### src/rtl/bundle_parser.sv
// Two-stage fetch-bundle parser: stage 1 registers a packed bundle of 19b/30b instructions,
// stage 2 walks it into up to ISSUE_W decoded slots, with valid/ready on both sides.
module bundle_parser #(
  parameter int unsigned BUNDLE_W    = 60,
  parameter int unsigned ISSUE_W     = 2,
  parameter bit          BRANCH_STOP = 1'b0
) (
  input  logic                             clock_i,
  input  logic                             reset_i,
  input  logic                             flush_i,
  input  logic                             in_valid_i,
  output logic                             in_ready_o,
  input  logic [BUNDLE_W-1:0]              bundle_i,
  output logic                             out_valid_o,
  input  logic                             out_ready_i,
  output logic [ISSUE_W-1:0]               slot_valid_o,
  output logic [ISSUE_W-1:0]               format_o,
  output logic [ISSUE_W-1:0]               branch_o,
  output logic [7*ISSUE_W-1:0]             opcode_o,
  output logic [5*ISSUE_W-1:0]             reg_o,
  output logic [16*ISSUE_W-1:0]            operand_o,
  output logic [$clog2(ISSUE_W+1)-1:0]     count_o,
  output logic [$clog2(BUNDLE_W+1)-1:0]    used_o
);

  localparam int unsigned CntW  = $clog2(ISSUE_W + 1);
  localparam int unsigned UsedW = $clog2(BUNDLE_W + 1);
  localparam int unsigned PadW  = BUNDLE_W + 30;
  localparam int unsigned OffW  = $clog2(BUNDLE_W + 31);

  logic                  s1_valid_q;
  logic [BUNDLE_W-1:0]   s1_bundle_q;
  logic                  out_valid_q;
  logic [ISSUE_W-1:0]    sv_q, fmt_q, br_q;
  logic [7*ISSUE_W-1:0]  op_q;
  logic [5*ISSUE_W-1:0]  rg_q;
  logic [16*ISSUE_W-1:0] opd_q;
  logic [CntW-1:0]       cnt_q;
  logic [UsedW-1:0]      used_q;

  logic [ISSUE_W-1:0]    sv_d, fmt_d, br_d;
  logic [7*ISSUE_W-1:0]  op_d;
  logic [5*ISSUE_W-1:0]  rg_d;
  logic [16*ISSUE_W-1:0] opd_d;
  logic [CntW-1:0]       cnt_d;
  logic [UsedW-1:0]      used_d;

  logic                  s2_load;
  logic                  accept;

  logic [OffW-1:0]       walk_off;
  logic [OffW-1:0]       walk_len;
  logic                  walk_live;
  logic                  walk_fmt;
  logic                  walk_br;
  logic [PadW-1:0]       walk_win;

  assign s2_load    = s1_valid_q & (~out_valid_q | out_ready_i);
  assign in_ready_o = ~reset_i & ~flush_i & (~s1_valid_q | s2_load);
  assign accept     = in_valid_i & in_ready_o;

  // Slot walk: shift the zero-padded bundle so the current slot sits at the MSB,
  // which keeps every field extraction at a fixed bit position.
  always_comb begin
    sv_d      = '0;
    fmt_d     = '0;
    br_d      = '0;
    op_d      = '0;
    rg_d      = '0;
    opd_d     = '0;
    cnt_d     = '0;
    walk_off  = '0;
    walk_len  = '0;
    walk_live = 1'b1;
    walk_fmt  = 1'b0;
    walk_br   = 1'b0;
    walk_win  = '0;
    for (int k = 0; k < ISSUE_W; k++) begin
      walk_win = {s1_bundle_q, 30'b0} << walk_off;
      walk_fmt = walk_win[PadW-1];
      walk_br  = walk_win[PadW-2];
      walk_len = walk_fmt ? OffW'(30) : OffW'(19);
      if (walk_live && (walk_off < OffW'(BUNDLE_W)) &&
          ((walk_off + walk_len) <= OffW'(BUNDLE_W))) begin
        sv_d[k]            = 1'b1;
        fmt_d[k]           = walk_fmt;
        br_d[k]            = walk_br;
        op_d[7*k +: 7]     = walk_win[PadW-3 -: 7];
        rg_d[5*k +: 5]     = walk_win[PadW-10 -: 5];
        opd_d[16*k +: 16]  = walk_fmt ? walk_win[PadW-15 -: 16]
                                      : {11'b0, walk_win[PadW-15 -: 5]};
        walk_off           = walk_off + walk_len;
        cnt_d              = cnt_d + CntW'(1);
        if (BRANCH_STOP && walk_br) begin
          walk_live = 1'b0;
        end
      end else begin
        walk_live = 1'b0;
      end
    end
    used_d = UsedW'(walk_off);
  end

  always_ff @(posedge clock_i) begin
    if (reset_i) begin
      s1_valid_q  <= 1'b0;
      s1_bundle_q <= '0;
      out_valid_q <= 1'b0;
      sv_q        <= '0;
      fmt_q       <= '0;
      br_q        <= '0;
      op_q        <= '0;
      rg_q        <= '0;
      opd_q       <= '0;
      cnt_q       <= '0;
      used_q      <= '0;
    end else if (flush_i) begin
      s1_valid_q  <= 1'b0;
      out_valid_q <= 1'b0;
    end else begin
      if (accept) begin
        s1_valid_q  <= 1'b1;
        s1_bundle_q <= bundle_i;
      end else if (s2_load) begin
        s1_valid_q  <= 1'b0;
      end
      if (s2_load) begin
        out_valid_q <= 1'b1;
        sv_q        <= sv_d;
        fmt_q       <= fmt_d;
        br_q        <= br_d;
        op_q        <= op_d;
        rg_q        <= rg_d;
        opd_q       <= opd_d;
        cnt_q       <= cnt_d;
        used_q      <= used_d;
      end else if (out_ready_i) begin
        out_valid_q <= 1'b0;
      end
    end
  end

  assign out_valid_o  = out_valid_q;
  assign slot_valid_o = sv_q;
  assign format_o     = fmt_q;
  assign branch_o     = br_q;
  assign opcode_o     = op_q;
  assign reg_o        = rg_q;
  assign operand_o    = opd_q;
  assign count_o      = cnt_q;
  assign used_o       = used_q;

endmodule

### config.mk
export PLATFORM = sky130hd
export DESIGN_NAME = bundle_parser
export DESIGN_NICKNAME = d
export VERILOG_FILES = /design/src/rtl/bundle_parser.sv
export SDC_FILE = /design/constraint.sdc
export NUM_CORES = 1
export LEC_CHECK = 0
export BUFFER_PORTS_ARGS = -buffer_cell sky130_fd_sc_hd__buf_2
export CORE_AREA = 5 5 110 112
export CTS_CLUSTER_DIAMETER = 60
export DETAILED_ROUTE_END_ITERATION = 8
export DIE_AREA = 0 0 115 117
export PLACE_DENSITY = 0.78
export SYNTH_ARGS = -nofsm -noshare
export SYNTH_HDL_FRONTEND = slang
export SYNTH_SLANG_ARGS = --single-unit
export TNS_END_PERCENT = 100
### constraint.sdc
create_clock -name clock_i -period 4.1 [get_ports clock_i]
set_input_delay 0.41 -clock clock_i [delete_from_list [all_inputs] [get_ports clock_i]]
set_output_delay 0.41 -clock clock_i [all_outputs]
set_load 0.05 [all_outputs]
==> impl_metrics.json, run 1 <==
{
  "r2r-end": "s1_bundle_q[29]",
  "fin_cells": 862,
  "dp_hpwl_um": 11100,
  "wl_per_cell_um": 20.5,
  "leakage_nw": 2.91,
  "worstSetupStartpointType": "primary input",
  "required_ps": 3690,
  "post_dp_cell_area_um2": 6340,
  "root_buffer": "clkbuf_16",
  "drive_above_1_share_pct": 30.7,
  "grt_util_all_layers_pct": 26.6,
  "yosys.area.top_type": "dfxtp_1",
  "cts_buffers": 17,
  "fin_setup_tns_ps": 0,
  "dieArea_um2": 13500,
  "antenna_found_initial": 0,
  "grt-ovfl-total": 0,
  "outcome": "finished, final reports clean",
  "fp.dieW_um": 115,
  "drv_slew": 0,
  "worstSkewPairLatency_ps": 410,
  "rsz0062_at_grt": "no",
  "fmax_ghz": 0.421,
  "min_path_type": "primary input to flip-flop",
  "synth_adder_area_share_pct": 0.428,
  "clock-sinks": 130,
  "tightest_slew_ps": 1230,
  "rows": 39,
  "ff2ff_setup_slack_ps": 1870,
  "powerDensity_nw_per_um2": 466,
  "rr_worst_depth": 4,
  "synthMuxAreaShare_pct": 8.23,
  "syn_inst": 632,
  "antenna_cells": 0,
  "vias_per_cell": 6.56,
  "clk_pin_slew_ps": 60,
  "postLayoutCoreUtil_pct": 62.8,
  "yosys.area.top_type_share_pct": 44.5,
  "ant_nets": 0,
  "synthToLayoutAreaGrowth_pct": 19.4,
  "skew_ps": 11.4,
  "num_vias": 5656,
  "fin_worst_hold_slack_ps": 213,
  "critical_path_class": "primary input to primary output",
  "cts_resized": 0,
  "synthSimpleGateAreaFrac_pct": 16.1,
  "cts_tree": "done",
  "cts_hold_buf": 0,
  "hold_end": "s1_bundle_q[21]",
  "path_max_fanout": 42,
  "end_kind": "primary output",
  "ir_worst_vdd_mv": 0.259,
  "cts_max_path_buffers": 2,
  "synth.area.top_cells": "dfxtp_1 44%, o311ai_1 8.8%, nand4_1 8.7%",
  "worstPathArrival_ps": 1960,
  "period_minus_slack_ps": 2370,
  "htreeDepth": 4,
  "synth-compound-area-share_pct": 23.0,
  "hold_depth": 3,
  "ioPinCount": 137,
  "first_pass_iters": 6,
  "timing_hold_violations_final": 0,
  "setup_viol": 0,
  "grt_pass1_wl_um": 28300,
  "ys_types": 37,
  "syn_nets": 699,
  "drtIter0Drc": 782,
  "synth.yosys.seq_area_share_pct": 44.5,
  "fin_nets": 774,
  "die_y_um": 117,
  "postCtsSetupRepairBufs": 0,
  "port_buffers": 136,
  "r2r_start": "s1_valid_q",
  "relSlewSlack_pct": 18.0,
  "drv_cap": 0,
  "yosys_warnings": 0,
  "final_cell_area_um2": 6990,
  "fin_crit_sh_pct": 57.9,
  "synth_xor_area_share_pct": 0,
  "start_util_pct": 52.6,
  "syn_area_um2": 5850,
  "holdCritStartpoint": "bundle_i[21]",
  "grt_pass1_vias": 5388,
  "gp_congestion": 0.916,
  "coreArea_um2": 11100,
  "synth_top_family_by_area": "compound AO/OA/AOI/OAI gates",
  "ys_seq_elements": 130,
  "grt_start_max_net_pins": 69,
  "routed_wl_um": 17700,
  "avgSynthCellArea_um2": 9.26,
  "drc": 0,
  "dp.cells": 831
}
-- power by group --
group	leakage, nW	internal [W]	switching (W)
clock network	0.313	0.00111	0.000544
logic	1.54	0.0000839	0.000173
registers	1.06	0.00130	0.0000430
total	2.91	0.00249	0.000759
-- state kept, by name, summed over array words and instances, names as in the netlist --
| name | flops |
|---|---|
| s1_bundle_q | 60 |
| operand_o | 32 |
| opcode_o | 14 |
| reg_o | 10 |
| used_o | 5 |
| branch_o | 2 |
| format_o | 2 |
| slot_valid_o | 2 |
| count_o | 1 |
| out_valid_o | 1 |
| s1_valid_q | 1 |
-- layout by cell type (no fill, tap or decap), drive strengths merged, types with 2 or more instances in the layout --
cell,instances
mux2,17
a21boi,2
clkinv,4
o21a,4
nand4,81
nand3,17
o21ai,38
inv,3
nand2b,2
dfxtp,130
ha,2
nor2,2
a21oi,59
a211oi,20
mux2i,29
nand2,64
o22ai,5
buf,144
bufinv,5
nor3,2
clkbuf,21
o311ai,59
-- cells in the mapped netlist --
master	instances
and2b_4	1
nor3_2	1
nand3_1	17
buf_6	5
buf_4	12
nor3_1	1
a311oi_1	1
a31o_1	1
nand2_1	64
a21oi_1	59
nor2_2	1
nand2b_1	1
nand3b_1	1
o21ai_0	32
o21ai_1	6
clkbuf_1	45
nor2b_1	1
nand4_1	81
o311ai_1	59
mux2_2	17
buf_2	23
o21a_1	4
nor4_1	1
nor3b_1	1
and3b_1	1
clkbuf_2	2
ha_1	2
a211oi_2	20
inv_1	3
o22ai_1	5
dfxtp_1	130
buf_1	1
nor2_8	1
a21boi_0	1
a21boi_1	1
mux2i_1	29
nand2b_4	1
-- worst max-delay path by stage --
| stage | depth (start not counted) | to | from | slack [ps] |
|---|---|---|---|---|
| CTS | 4 | in_ready_o | reset_i | 1760 |
| detailed placement | 5 | operand_o[20] | flush_i | 1650 |
| global route | 4 | in_ready_o | reset_i | 1640 |
| global placement | 4 | slot_valid_o[0] | flush_i | 1710 |
| finish | 4 | in_ready_o | reset_i | 1730 |
| floorplan | 4 | in_ready_o | out_valid_o | 2020 |
-- critical path, stage by stage --
cell	delay [ps]
buf_2	660
buf_4	470
nor3_2	120
buf_2	280
-- through the flow --
step           total power, W  worst slack (ps)
6_report              0.00325              1730
5_1_grt               0.00334              1640
4_1_cts               0.00325              1760
3_5_place_dp          0.00162              1650
3_3_place_gp          0.00161              1710
2_1_floorplan         0.00154              2020
-- cell families after synthesis --
| kind of cell | Yosys count |
|---|---|
| buf+inv | 91 |
| mux | 46 |
| compound gates | 189 |
| simple gates | 174 |
| fa+ha+maj | 2 |
| flops | 130 |
-- final cells by class --
type | count | area [um^2]
fill | 908 | 4140
multi-input combinational | 411 | 2810
sequential | 130 | 2600
timing repair buffer | 144 | 741
clock buffer | 21 | 460
clock inverter | 10 | 181
tap | 143 | 179
inverter | 3 | 11.3
-- per-layer routing --
| metal | part of all wire [%] | routed length, um | global-route usage, % | vias up |
|---|---|---|---|---|
| met1 | 38 | 6720 | 34.9 | 2678 |
| met4 | 4.3 | 765 | 11.7 | 0 |
| met2 | 47 | 8310 | 41.5 | 346 |
| met3 | 11 | 1880 | 6.68 | 67 |
| li1 | - | - | - | 2565 |
| met5 | 0 | 0 | 0 | - |
No activity file was read; power rests on OpenSTA's default activity.
==> run 2: changes to the inputs <==
- ABC_AREA: default -> 1
- CORE_AREA: 5 5 110 112 -> 5 5 108 110
- DIE_AREA: 0 0 115 117 -> 0 0 113 115
- PLACE_DENSITY: 0.78 -> 0.76
- clock period: 4.1 -> 2.25 ns (I/O delays scaled with it)
==> impl_metrics.json, run 2 <==
{
  "outcome": "finished, final reports clean",
  "cts_tree": "done",
  "wl_per_cell_um": 12.8,
  "r2r_start": "s1_bundle_q[59]",
  "synthArstFlopShare_pct": 0,
  "routed_wl_um": 14500,
  "fin_setup_tns_ps": 0,
  "start_util_pct": 51.4,
  "ant_nets": 0,
  "fin_crit_sh_pct": 70.2,
  "yosys.area.top_type": "dfxtp_1",
  "worstSkewPairLatency_ps": 510,
  "dp_hpwl_um": 8920,
  "post_dp_cell_area_um2": 6090,
  "holdCritStartpoint": "flush_i",
  "drv_slew": 0,
  "mostFrequentLayoutCells": "225 x nand2_1, 204 x nor2_1, 136 x buf_2",
  "drtIter0Drc": 450,
  "ioPinCount": 137,
  "drv_cap": 0,
  "fin_nets": 1045,
  "fin_cells": 1131,
  "synth.area.top_cells": "dfxtp_1 48%, nand2_1 16%, nor2_1 14%",
  "period_minus_slack_ps": 1580,
  "slowest_stage": "dfxtp_1",
  "path_max_fanout": 3,
  "cts_buffers": 17,
  "grt_util_all_layers_pct": 22.6,
  "dieArea_um2": 13000,
  "yosys.area.top_type_share_pct": 47.8,
  "synth_top_family_by_area": "simple AND/OR/NAND/NOR gates",
  "grt_start_max_net_pins": 122,
  "synth_edf_count": 0,
  "final.fill_count": 884,
  "powerDensity_nw_per_um2": 771,
  "num_vias": 5328,
  "root_buffer": "clkbuf_8",
  "drc": 0,
  "skew_ps": 4.99,
  "synth_ff_type": "dfxtp_1",
  "synth_xor_area_share_pct": 0,
  "ff2ff_setup_slack_ps": 760,
  "synthMuxAreaShare_pct": 0,
  "antenna_cells": 0,
  "coreArea_um2": 10600,
  "synth-compound-area-share_pct": 8.36,
  "avgSynthCellArea_um2": 6.76,
  "synthTopCellsByCount": "226 x nand2_1, 205 x nor2_1, 130 x dfxtp_1, 68 x inv_1, 59 x o21ai_0",
  "grt_pass1_vias": 5049,
  "worstPathArrival_ps": 1350,
  "rr_worst_depth": 6,
  "critical_path_class": "flip-flop to primary output",
  "end_kind": "primary output",
  "required_ps": 2030,
  "ir_worst_vdd_mv": 0.627,
  "setup_viol": 0,
  "syn_nets": 873,
  "synthToLayoutAreaGrowth_pct": 33.8,
  "top_register": "s1_bundle_q",
  "grt-ovfl-total": 0,
  "syn_inst": 806,
  "fmax_ghz": 0.633,
  "grt_pass1_wl_um": 23800,
  "syn_area_um2": 5450,
  "path_buf_inv": 2,
  "cts_resized": 0,
  "synth_adder_area_share_pct": 0.459,
  "clock-sinks": 130,
  "synthSimpleGateAreaFrac_pct": 32.5,
  "ys_types": 17,
  "critPathMaxStageDelay_ps": 320,
  "timing_hold_violations_final": 0,
  "gp_congestion": 0.833,
  "yosys_warnings": 0,
  "hold_end": "s1_valid_q",
  "min_path_type": "primary input to flip-flop",
  "clk_pin_slew_ps": 60,
  "vias_per_cell": 4.71,
  "synth.yosys.seq_area_share_pct": 47.8,
  "final_cell_area_um2": 7290,
  "final_common_cell": "nand2_1",
  "ys_seq_elements": 130,
  "drive_above_1_share_pct": 19.0,
  "largest_reg_flops": 60,
  "leakage_nw": 3.76,
  "rows": 38,
  "cts_max_path_buffers": 2,
  "fp.dieW_um": 113,
  "dp.cells": 1039,
  "tightest_slew_ps": 536,
  "rsz0062_at_grt": "no",
  "htreeDepth": 4,
  "worstSetupStartpointType": "flip-flop",
  "finalPower_w": 0.00562,
  "fin_worst_hold_slack_ps": 45.5,
  "cp_cell_sequence": "nand3_1 > nand2_1 > inv_1 > buf_2",
  "port_buffers": 136,
  "relSlewSlack_pct": 64.3,
  "die_y_um": 115,
  "antenna_found_initial": 0,
  "yosysMostFrequentCell": "nand2_1",
  "crit_family": "flip-flops",
  "r2r-end": "operand_o[19]",
  "hold_depth": 4,
  "first_pass_iters": 5
}
[run 2: how the worst max path moves through the flow]
stage | from | slack, ps | endpoint | cells after the start
2_1_floorplan | out_valid_o | 740 | branch_o[0] | 7
3_3_place_gp | out_ready_i | 850 | s1_bundle_q[59] | 8
3_5_place_dp | s1_bundle_q[59] | 800 | operand_o[19] | 6
4_1_cts | out_valid_o | 630 | in_ready_o | 4
5_1_grt | s1_valid_q | 560 | in_ready_o | 4
6_report | s1_valid_q | 670 | in_ready_o | 4
[run 2: area by class of cell]
class                   instances  area [um^2]  area share [%]
flip-flops and latches        130         2600            35.7
multi-input cells             552         2270            31.1
repair buffers                206         1380            18.9
clock buffers                  17          414            5.68
inverters                      71          267            3.66
clock inverters                15          181            2.49
well taps                     140          175            2.40
[run 2: logic make-up after synthesis]
| logic type | after synthesis |
|---|---|
| buffers and inverters | 124 |
| and+or+nand+nor | 459 |
| AOI/OAI and AO/OA | 91 |
| adders and majority gates | 2 |
| DFF | 130 |
[run 2: worst reg2reg max path: cells and delay by family (launching register included)]
family | cells | cell delay, ps
compound gates | 1 | 70
simple gates | 4 | 560
flops | 1 | 510
buf+inv | 1 | 260
[run 2: routing by layer]
| metal | wire, um | global-route usage [%] | up-vias |
|---|---|---|---|
| met5 | 0 | 0 | - |
| met4 | 210 | 6.65 | 0 |
| met3 | 864 | 5.32 | 15 |
| met2 | 7100 | 39.1 | 160 |
| met1 | 6340 | 28.3 | 2366 |
| li1 | - | - | 2787 |
[run 2: stage by stage]
step	worst slack, ps	util (%)
finish	670	68.8
global route	560	68.8
CTS	635	68.8
detailed placement	796	57.5
global placement	847	57.5
floorplan	737	-
[run 2: power by group]
| part | switching, W | leakage [nW] | internal (W) | total [W] |
|---|---|---|---|---|
| Combinational | 0.000270 | 2.42 | 0.000197 | 0.000467 |
| Sequential | 0.0000424 | 1.06 | 0.00237 | 0.00241 |
| Clock | 0.00105 | 0.278 | 0.00170 | 0.00274 |
[run 2: repair_timing]
action,4_1_cts,5_1_grt
setup buffers,0,0
hold buffers,60,0
endpoints found under the hold margin,60,0
